--- config.mk ---
export PLATFORM = sky130hd
export DESIGN_NAME = mem_stage_ctrl
export DESIGN_NICKNAME = d
export VERILOG_FILES = /design/src/rtl/mem_stage_ctrl.sv
export SDC_FILE = /design/constraint.sdc
export NUM_CORES = 1
export LEC_CHECK = 0
export BUFFER_PORTS_ARGS = -buffer_cell sky130_fd_sc_hd__buf_2
export CAP_MARGIN = 20
export CORE_MARGIN = 10
export CORE_UTILIZATION = 25
export CTS_BUF_LIST = sky130_fd_sc_hd__clkbuf_8
export CTS_CLUSTER_DIAMETER = 60
export DETAILED_ROUTE_END_ITERATION = 12
export PLACE_DENSITY_LB_ADDON = 0.12
export SLEW_MARGIN = 5
export SYNTH_ARGS = -nofsm -noshare
export SYNTH_HDL_FRONTEND = slang
export SYNTH_SLANG_ARGS = --single-unit
--- constraint.sdc ---
create_clock -name clk -period 3.1 [get_ports clk]
set_clock_uncertainty 0.05 [all_clocks]
set_input_delay 0.155 -clock clk [delete_from_list [all_inputs] [get_ports clk]]
set_output_delay 0.155 -clock clk [all_outputs]
set_load 0.005 [all_outputs]
--- src/rtl/mem_stage_ctrl.sv ---
// Memory-stage controller: sequences loads/stores against a stallable multi-cycle
// data memory, registers MEM/WB, and exports forwarding info back to execute.
module mem_stage_ctrl #(
   parameter int unsigned TIMEOUT = 16
) (
   input  logic        clk,
   input  logic        rst_n,
   input  logic        valid_in,
   input  logic [15:0] alu_result,
   input  logic [15:0] write_data,
   input  logic        MemRead,
   input  logic        MemWrite,
   input  logic [2:0]  Rd_in,
   input  logic        Rd_valid_in,
   input  logic        WriteReg_in,
   output logic        stall_out,
   output logic        mem_en,
   output logic        mem_wr,
   output logic [15:0] mem_addr,
   output logic [15:0] mem_wdata,
   input  logic [15:0] mem_rdata,
   input  logic        mem_stall,
   input  logic        mem_done,
   output logic [2:0]  Rd_ex_mem,
   output logic        Rd_valid_ex_mem,
   output logic        WriteReg_ex_mem,
   output logic [15:0] fwd_data,
   output logic        fwd_data_ready,
   output logic        wb_valid,
   output logic [15:0] wb_data,
   output logic [2:0]  wb_Rd,
   output logic        wb_WriteReg,
   output logic        err
);

   typedef enum logic [1:0] {IDLE, REQ, WAIT} state_t;

   state_t      state;
   logic [7:0]  cnt;
   logic        req_wr;
   logic [15:0] req_addr;
   logic [15:0] req_wdata;
   logic [2:0]  req_rd;
   logic        req_rd_valid;
   logic        req_wreg;
   logic        wb_rd_valid;

   always_ff @(posedge clk or negedge rst_n) begin
      if (!rst_n) begin
         state        <= IDLE;
         cnt          <= '0;
         req_wr       <= 1'b0;
         req_addr     <= '0;
         req_wdata    <= '0;
         req_rd       <= '0;
         req_rd_valid <= 1'b0;
         req_wreg     <= 1'b0;
         wb_valid     <= 1'b0;
         wb_data      <= '0;
         wb_Rd        <= '0;
         wb_WriteReg  <= 1'b0;
         wb_rd_valid  <= 1'b0;
         err          <= 1'b0;
      end else begin
         wb_valid <= 1'b0;
         case (state)
            IDLE: begin
               if (valid_in) begin
                  if (MemRead || MemWrite) begin
                     // Read+write together is a store; stores never write the register file.
                     req_wr       <= MemWrite;
                     req_addr     <= alu_result;
                     req_wdata    <= write_data;
                     req_rd       <= Rd_in;
                     req_rd_valid <= Rd_valid_in;
                     req_wreg     <= WriteReg_in & ~MemWrite;
                     state        <= REQ;
                  end else begin
                     wb_valid     <= 1'b1;
                     wb_data      <= alu_result;
                     wb_Rd        <= Rd_in;
                     wb_WriteReg  <= WriteReg_in;
                     wb_rd_valid  <= Rd_valid_in;
                  end
               end
            end
            REQ: begin
               if (!mem_stall) begin
                  cnt   <= '0;
                  state <= WAIT;
               end
            end
            WAIT: begin
               if (mem_done) begin
                  wb_valid    <= 1'b1;
                  wb_data     <= req_wr ? req_addr : mem_rdata;
                  wb_Rd       <= req_rd;
                  wb_WriteReg <= req_wreg;
                  wb_rd_valid <= req_rd_valid;
                  state       <= IDLE;
               end else if (cnt == 8'(TIMEOUT - 1)) begin
                  err   <= 1'b1;
                  state <= IDLE;
               end else begin
                  cnt <= cnt + 8'd1;
               end
            end
            default: state <= IDLE;
         endcase
      end
   end

   assign stall_out = (state != IDLE);
   assign mem_en    = (state == REQ);
   assign mem_wr    = req_wr;
   assign mem_addr  = req_addr;
   assign mem_wdata = req_wdata;

   // While busy, forward from the request registers; once idle, from MEM/WB.
   assign Rd_ex_mem       = stall_out ? req_rd       : wb_Rd;
   assign Rd_valid_ex_mem = stall_out ? req_rd_valid : wb_rd_valid;
   assign WriteReg_ex_mem = stall_out ? req_wreg     : wb_WriteReg;
   assign fwd_data        = stall_out ? req_addr     : wb_data;
   assign fwd_data_ready  = !(stall_out && !req_wr);

endmodule

After elaboration in Yosys (flattened, before gate mapping) --
Cells that the tools add are included.
Word-level totals: bits in registers 71, input bits 60, output and inout bits 79
Operators by class: equality and inequality tests 11, reduce and logical (&&, ||, !) cells 13, muxes and demuxes 35, bitwise operators 3, $add $sub $neg 1
Operator list (number):
- $mux W16 | 5
- $pmux W16 S2 | 1
- $mux W8 | 3
- $pmux W8 S2 | 1
- $ne A2 B2 Y1 const B | 7
- $mux W3 | 4
- $reduce_and A4 Y1 | 3
- $mux W1 | 11
- $mux W2 | 5
- $add A8 B1 Y8 const B | 1
- $eq A8 B4 Y1 const B | 1
- $pmux W1 S2 | 3
- $pmux W2 S3 | 1
- $pmux W3 S2 | 1
- $reduce_and A3 Y1 | 2
- $reduce_bool A2 Y1 | 3
- $ne A3 B3 Y1 const B | 1
- $eq A2 B1 Y1 const B | 1
- $eq A2 B2 Y1 const B | 1
- $logic_not A1 Y1 | 2
- $logic_not A2 Y1 | 1
- $not A1 Y1 | 2
- $and A1 B1 Y1 | 1
- $logic_and A1 B1 Y1 | 1
- $logic_or A1 B1 Y1 | 1

Depth between registers and ports, before layout --
depth in word-level cells 4, gate-level depth with buffers 7, mapped depth without buffers 6

Worst setup path before layout --
OpenSTA, ideal clock, no wires.
path type register to register, start point register cnt[0], end point register cnt[5], buffers on the path 1, path slack 1.336 ns, data required time 2.924 ns, arrival time 1.589 ns, stages on the path, launching flop included 7, cells stage by stage dfrtp_1 -> ha_1 -> and3_1 -> clkbuf_1 -> a21boi_2 -> a21oi_2 -> a221o_1
On the way: word-level cells in the longest chain between the ends 4, elaborated cells on any way between the ends 7, classes of those cells add/sub (1); eq/ne (2); mux (3); reduce/logical (1)
Ends and longest elaborated chain:
- start, declared | RTL line 39 | logic [7:0] cnt;
- start signal, assigned | RTL line 105 | cnt <= cnt + 8'd1;
- $add A8 B1 Y8 | RTL line 105
- $mux W8 | RTL line 101 | end else if (cnt == 8'(TIMEOUT - 1)) begin
- $mux W8 | RTL line 94 | if (mem_done) begin
- $pmux W8 S2 | RTL line 66 | case (state)
Parallel ways exist; a longest one is shown, timed or not. The select of a mux whose other input is x is not followed. A chain may end at the register's enable or synchronous reset.

Final worst setup path --
start point register state[0], end point output fwd_data[5]
On the way: word-level cells in the longest chain between the ends 2
Ends and longest elaborated chain:
- start, declared | RTL line 38 | state_t state;
- start signal, assigned | RTL line 50 | state <= IDLE;
- start signal, assigned | RTL line 77 | state <= REQ;
- start signal, assigned | RTL line 90 | state <= WAIT;
- $reduce_bool A2 Y1 | RTL line 113 | assign stall_out = (state != IDLE);
- $mux W16 | RTL line 123 | assign fwd_data = stall_out ? req_addr : wb_data;
- end, declared | RTL line 27 | output logic [15:0] fwd_data,
No other way between the ends.

==> impl_metrics.tcl <==
set metrics [dict create \
    p_leak_nw 2.43 \
    timing.critical_path.from_type "flip-flop" \
    power_per_cell_area_nw_per_um2 947 \
    design.portCount 139 \
    syn2layout_area_growth_pct 42.3 \
    cap_violations 0 \
    initialDrtViolationCount 89 \
    cell_internal_power_mw 3.02 \
    synth_sequential_area_ratio_pct 50.9 \
    worst_skew_pair.late_latency_ns 0.35 \
    max-clock-path-buffers 2 \
    syn-cell-area_um2 3490 \
    power.switching_mw 1.69 \
    first_pass_grt_wire_length_um 17400 \
    core_area_um2 13800 \
    post-cts-setup-buffers 0 \
    power.switching_fraction_pct 35.9 \
    timing.final.ws_setup_ns 0.740 \
    track_usage_pct 11.2 \
    post_route_cells_drive_above_1_share_pct 51.2 \
    detail_route.drc_violations 0 \
    pwr-share-seq_pct 36.5 \
    htree_num_levels 3 \
    filler_cell_count 1437 \
    timing.hold.worst.class "in2reg" \
    grt_setup_unrepaired "no" \
    layout.cells.most_common "sky130_fd_sc_hd__buf_2" \
    dominant_register_cell_in_the_synthesized_netlist "sky130_fd_sc_hd__dfrtp_1" \
    synthesis.nets 360 \
    achievable_clock_frequency_ghz 0.424 \
    numPortBuffers 138 \
    synth-edff-count 0 \
    report.final.hold_viol_count 0 \
    first_global_vias 3155 \
    synthDominantCellAreaShare_pct 50.9 \
    final_wl_um 10700 \
    tritoncts.num_buffers 9 \
    async_flop_share_pct 100 \
    critical_path_arrival_ns 2.16 \
    status "finished clean" \
    setup_tns_ns 0 \
    total_iterations_of_the_first_detailed_routing_run 4 \
    postSynthCellCount 299 \
    grt_overflow 0 \
    die_w_um 138 \
    cts.hold.buffers_added 38 \
    clk_transition_reported_paths_ns 0.08 \
    synthDistinctLibCells 38 \
    critical_path.max_fanout 15 \
    most-common-layout-cells "137 x sky130_fd_sc_hd__buf_2, 71 x sky130_fd_sc_hd__dfrtp_1, 57 x sky130_fd_sc_hd__mux2_2" \
    final_period_minus_worst_setup_slack_ns 2.36 \
    antenna_cells 0 \
    postRouteAntennaNets 0 \
    pin_count_of_the_biggest_net_entering_global_routing 72 \
    gpl.final_weighted_congestion 0.730 \
    synth-warning-count 0 \
    fp.dieArea_um2 19100 \
    timing.slew.headroom_pct 35.6 \
    report.power.total_mw 4.71 \
    vias 2876 \
    fraction_of_the_cycle_the_final_worst_path_needs_pct 76.1 \
    synthDominantAreaCellType "sky130_fd_sc_hd__dfrtp_1" \
    placement_rows 43 \
    portion_of_total_power_attributed_to_the_clock_network_pct 19.6 \
    timing.setup.critical_path_class "reg2out" \
    tritoncts "yes" \
    max_slew_violation_count 0 \
    via_per_inst 4.38 \
    tritoncts_num_sinks 71 \
    floorplan.initialDensity_pct 25.3 \
    finalNetCount 533 \
    combPwrFrac_pct 43.9 \
    place.detailed.hpwl_um 7520 \
    endpoint_kind "primary output" \
    ys_ff_latch 71 \
    pre_cts_ws_ns 1.03 \
    cts.repair.resized 0 \
    max_slew.worst_pin.slew_ns 0.966 \
    r2r.worst_path.cells 4 \
    hold_depth 2 \
    chipHeight_um 138 \
    synth_area_leaders "sky130_fd_sc_hd__dfrtp_1 51%, sky130_fd_sc_hd__mux2_2 18%, sky130_fd_sc_hd__mux2i_1 5.7%" \
    count_of_endpoints_failing_setup_in_the_final_report 0 \
    clk_root_buffer_cell "sky130_fd_sc_hd__clkbuf_8" \
    grt_antenna_before_repair 0 \
    timing.hold.ws_ns 0.0227 \
    avgRoutedWirePerCell_um 16.2 \
    syn-mean-instance-area_um2 11.7 \
    power.ir.vdd_worst_mv 0.301 \
    worst-endpoint-required_ns 2.89 \
]
power by group through the flow:
stage,combinational [mW],clock (mW),sequential (mW)
floorplan,1.24,0,1.65
global placement,2.08,0,1.72
detailed placement,2.09,0,1.74
CTS,2.14,0.967,1.73
global route,2.29,1.00,1.79
finish,2.07,0.923,1.72
kinds of logic after synthesis:
kind of cell / synth area share (%)
muxes: 24.1
xor gates and xnor gates: 0.251
AOI/OAI and AO/OA: 11.4
DFF: 50.9
and+or+nand+nor: 9.11
buffers and inverters: 3.80
adders and majority gates: 0.358
layer usage:
layer  global-route usage, %  part of all wire, %  wire length [µm]  vias to the layer above
li1                        -                    -                 -                     1405
met1                    13.3                   44              4710                     1381
met2                    18.4                   49              5190                       78
met3                    3.05                  5.1               541                       12
met4                    5.05                  2.1               221                        0
met5                       0                    0                 0                        -
Yosys cell counts, types with 3 or more instances:
cell type / n
sky130_fd_sc_hd__mux2_2: 57
sky130_fd_sc_hd__clkbuf_1: 5
sky130_fd_sc_hd__o21ai_2: 18
sky130_fd_sc_hd__and3_1: 3
sky130_fd_sc_hd__buf_6: 4
sky130_fd_sc_hd__nand3_1: 4
sky130_fd_sc_hd__a21oi_1: 19
sky130_fd_sc_hd__o21ai_1: 3
sky130_fd_sc_hd__mux2i_1: 20
sky130_fd_sc_hd__a211o_1: 3
sky130_fd_sc_hd__buf_2: 10
sky130_fd_sc_hd__inv_1: 5
sky130_fd_sc_hd__o21ai_0: 5
sky130_fd_sc_hd__nor3_1: 4
sky130_fd_sc_hd__nor2_1: 19
sky130_fd_sc_hd__nand2_1: 28
sky130_fd_sc_hd__dfrtp_1: 71
worst max-delay path, cell delays in order, from the launching register on:
cell and delay, ns:
sky130_fd_sc_hd__dfrtp_1 0.48, sky130_fd_sc_hd__nor2_2 0.47, sky130_fd_sc_hd__buf_4 0.36, sky130_fd_sc_hd__mux2_2 0.37, sky130_fd_sc_hd__buf_2 0.13
through the flow:
stage / cells / utilization, % / cell area [µm²]
CTS: 657 / 36.1 / 4970
detailed placement: 603 / 31.5 / 4340
finish: 657 / 36.1 / 4970
global placement: 603 / 31.5 / 4340
global route: 657 / 36.1 / 4970
floorplan: 299 / - / 3490
worst paths after layout:
kind                                         start                   endpoint  slack (ns)
min                                  alu_result[6]    mem_addr[6]$_DFFE_PN0P_        0.02
max reg2reg                   state[1]$_DFFE_PN0P_     wb_data[9]$_DFFE_PN0P_        1.03
max                           state[0]$_DFFE_PN0P_                fwd_data[5]        0.74
min reg2reg                wb_rd_valid$_DFFE_PN0P_    wb_rd_valid$_DFFE_PN0P_        0.44
max in group asynchronous                    rst_n    mem_addr[6]$_DFFE_PN0P_        1.91
min in group asynchronous                    rst_n  mem_wdata[13]$_DFFE_PN0P_        0.44
registers in the layout, indices dropped and copies added (netlist names):
name and cells:
cnt 8, err 1, mem_addr 16, mem_wdata 16, mem_wr 1, req_rd 3, req_rd_valid 1, req_wreg 1
state 2, wb_Rd 3, wb_WriteReg 1, wb_data 16, wb_rd_valid 1, wb_valid 1
final cells by class:
class / count / area [µm²] / share of cell area (%)
clock buffers: 10 / 138 / 2.77
clock inverters: 6 / 108 / 2.17
inverters: 5 / 18.8 / 0.378
multi-input cells: 204 / 1590 / 32.0
flip-flops and latches: 71 / 1780 / 35.8
well taps: 180 / 225 / 4.53
repair buffers: 181 / 1110 / 22.4
Power figures use the tool's default switching activity.
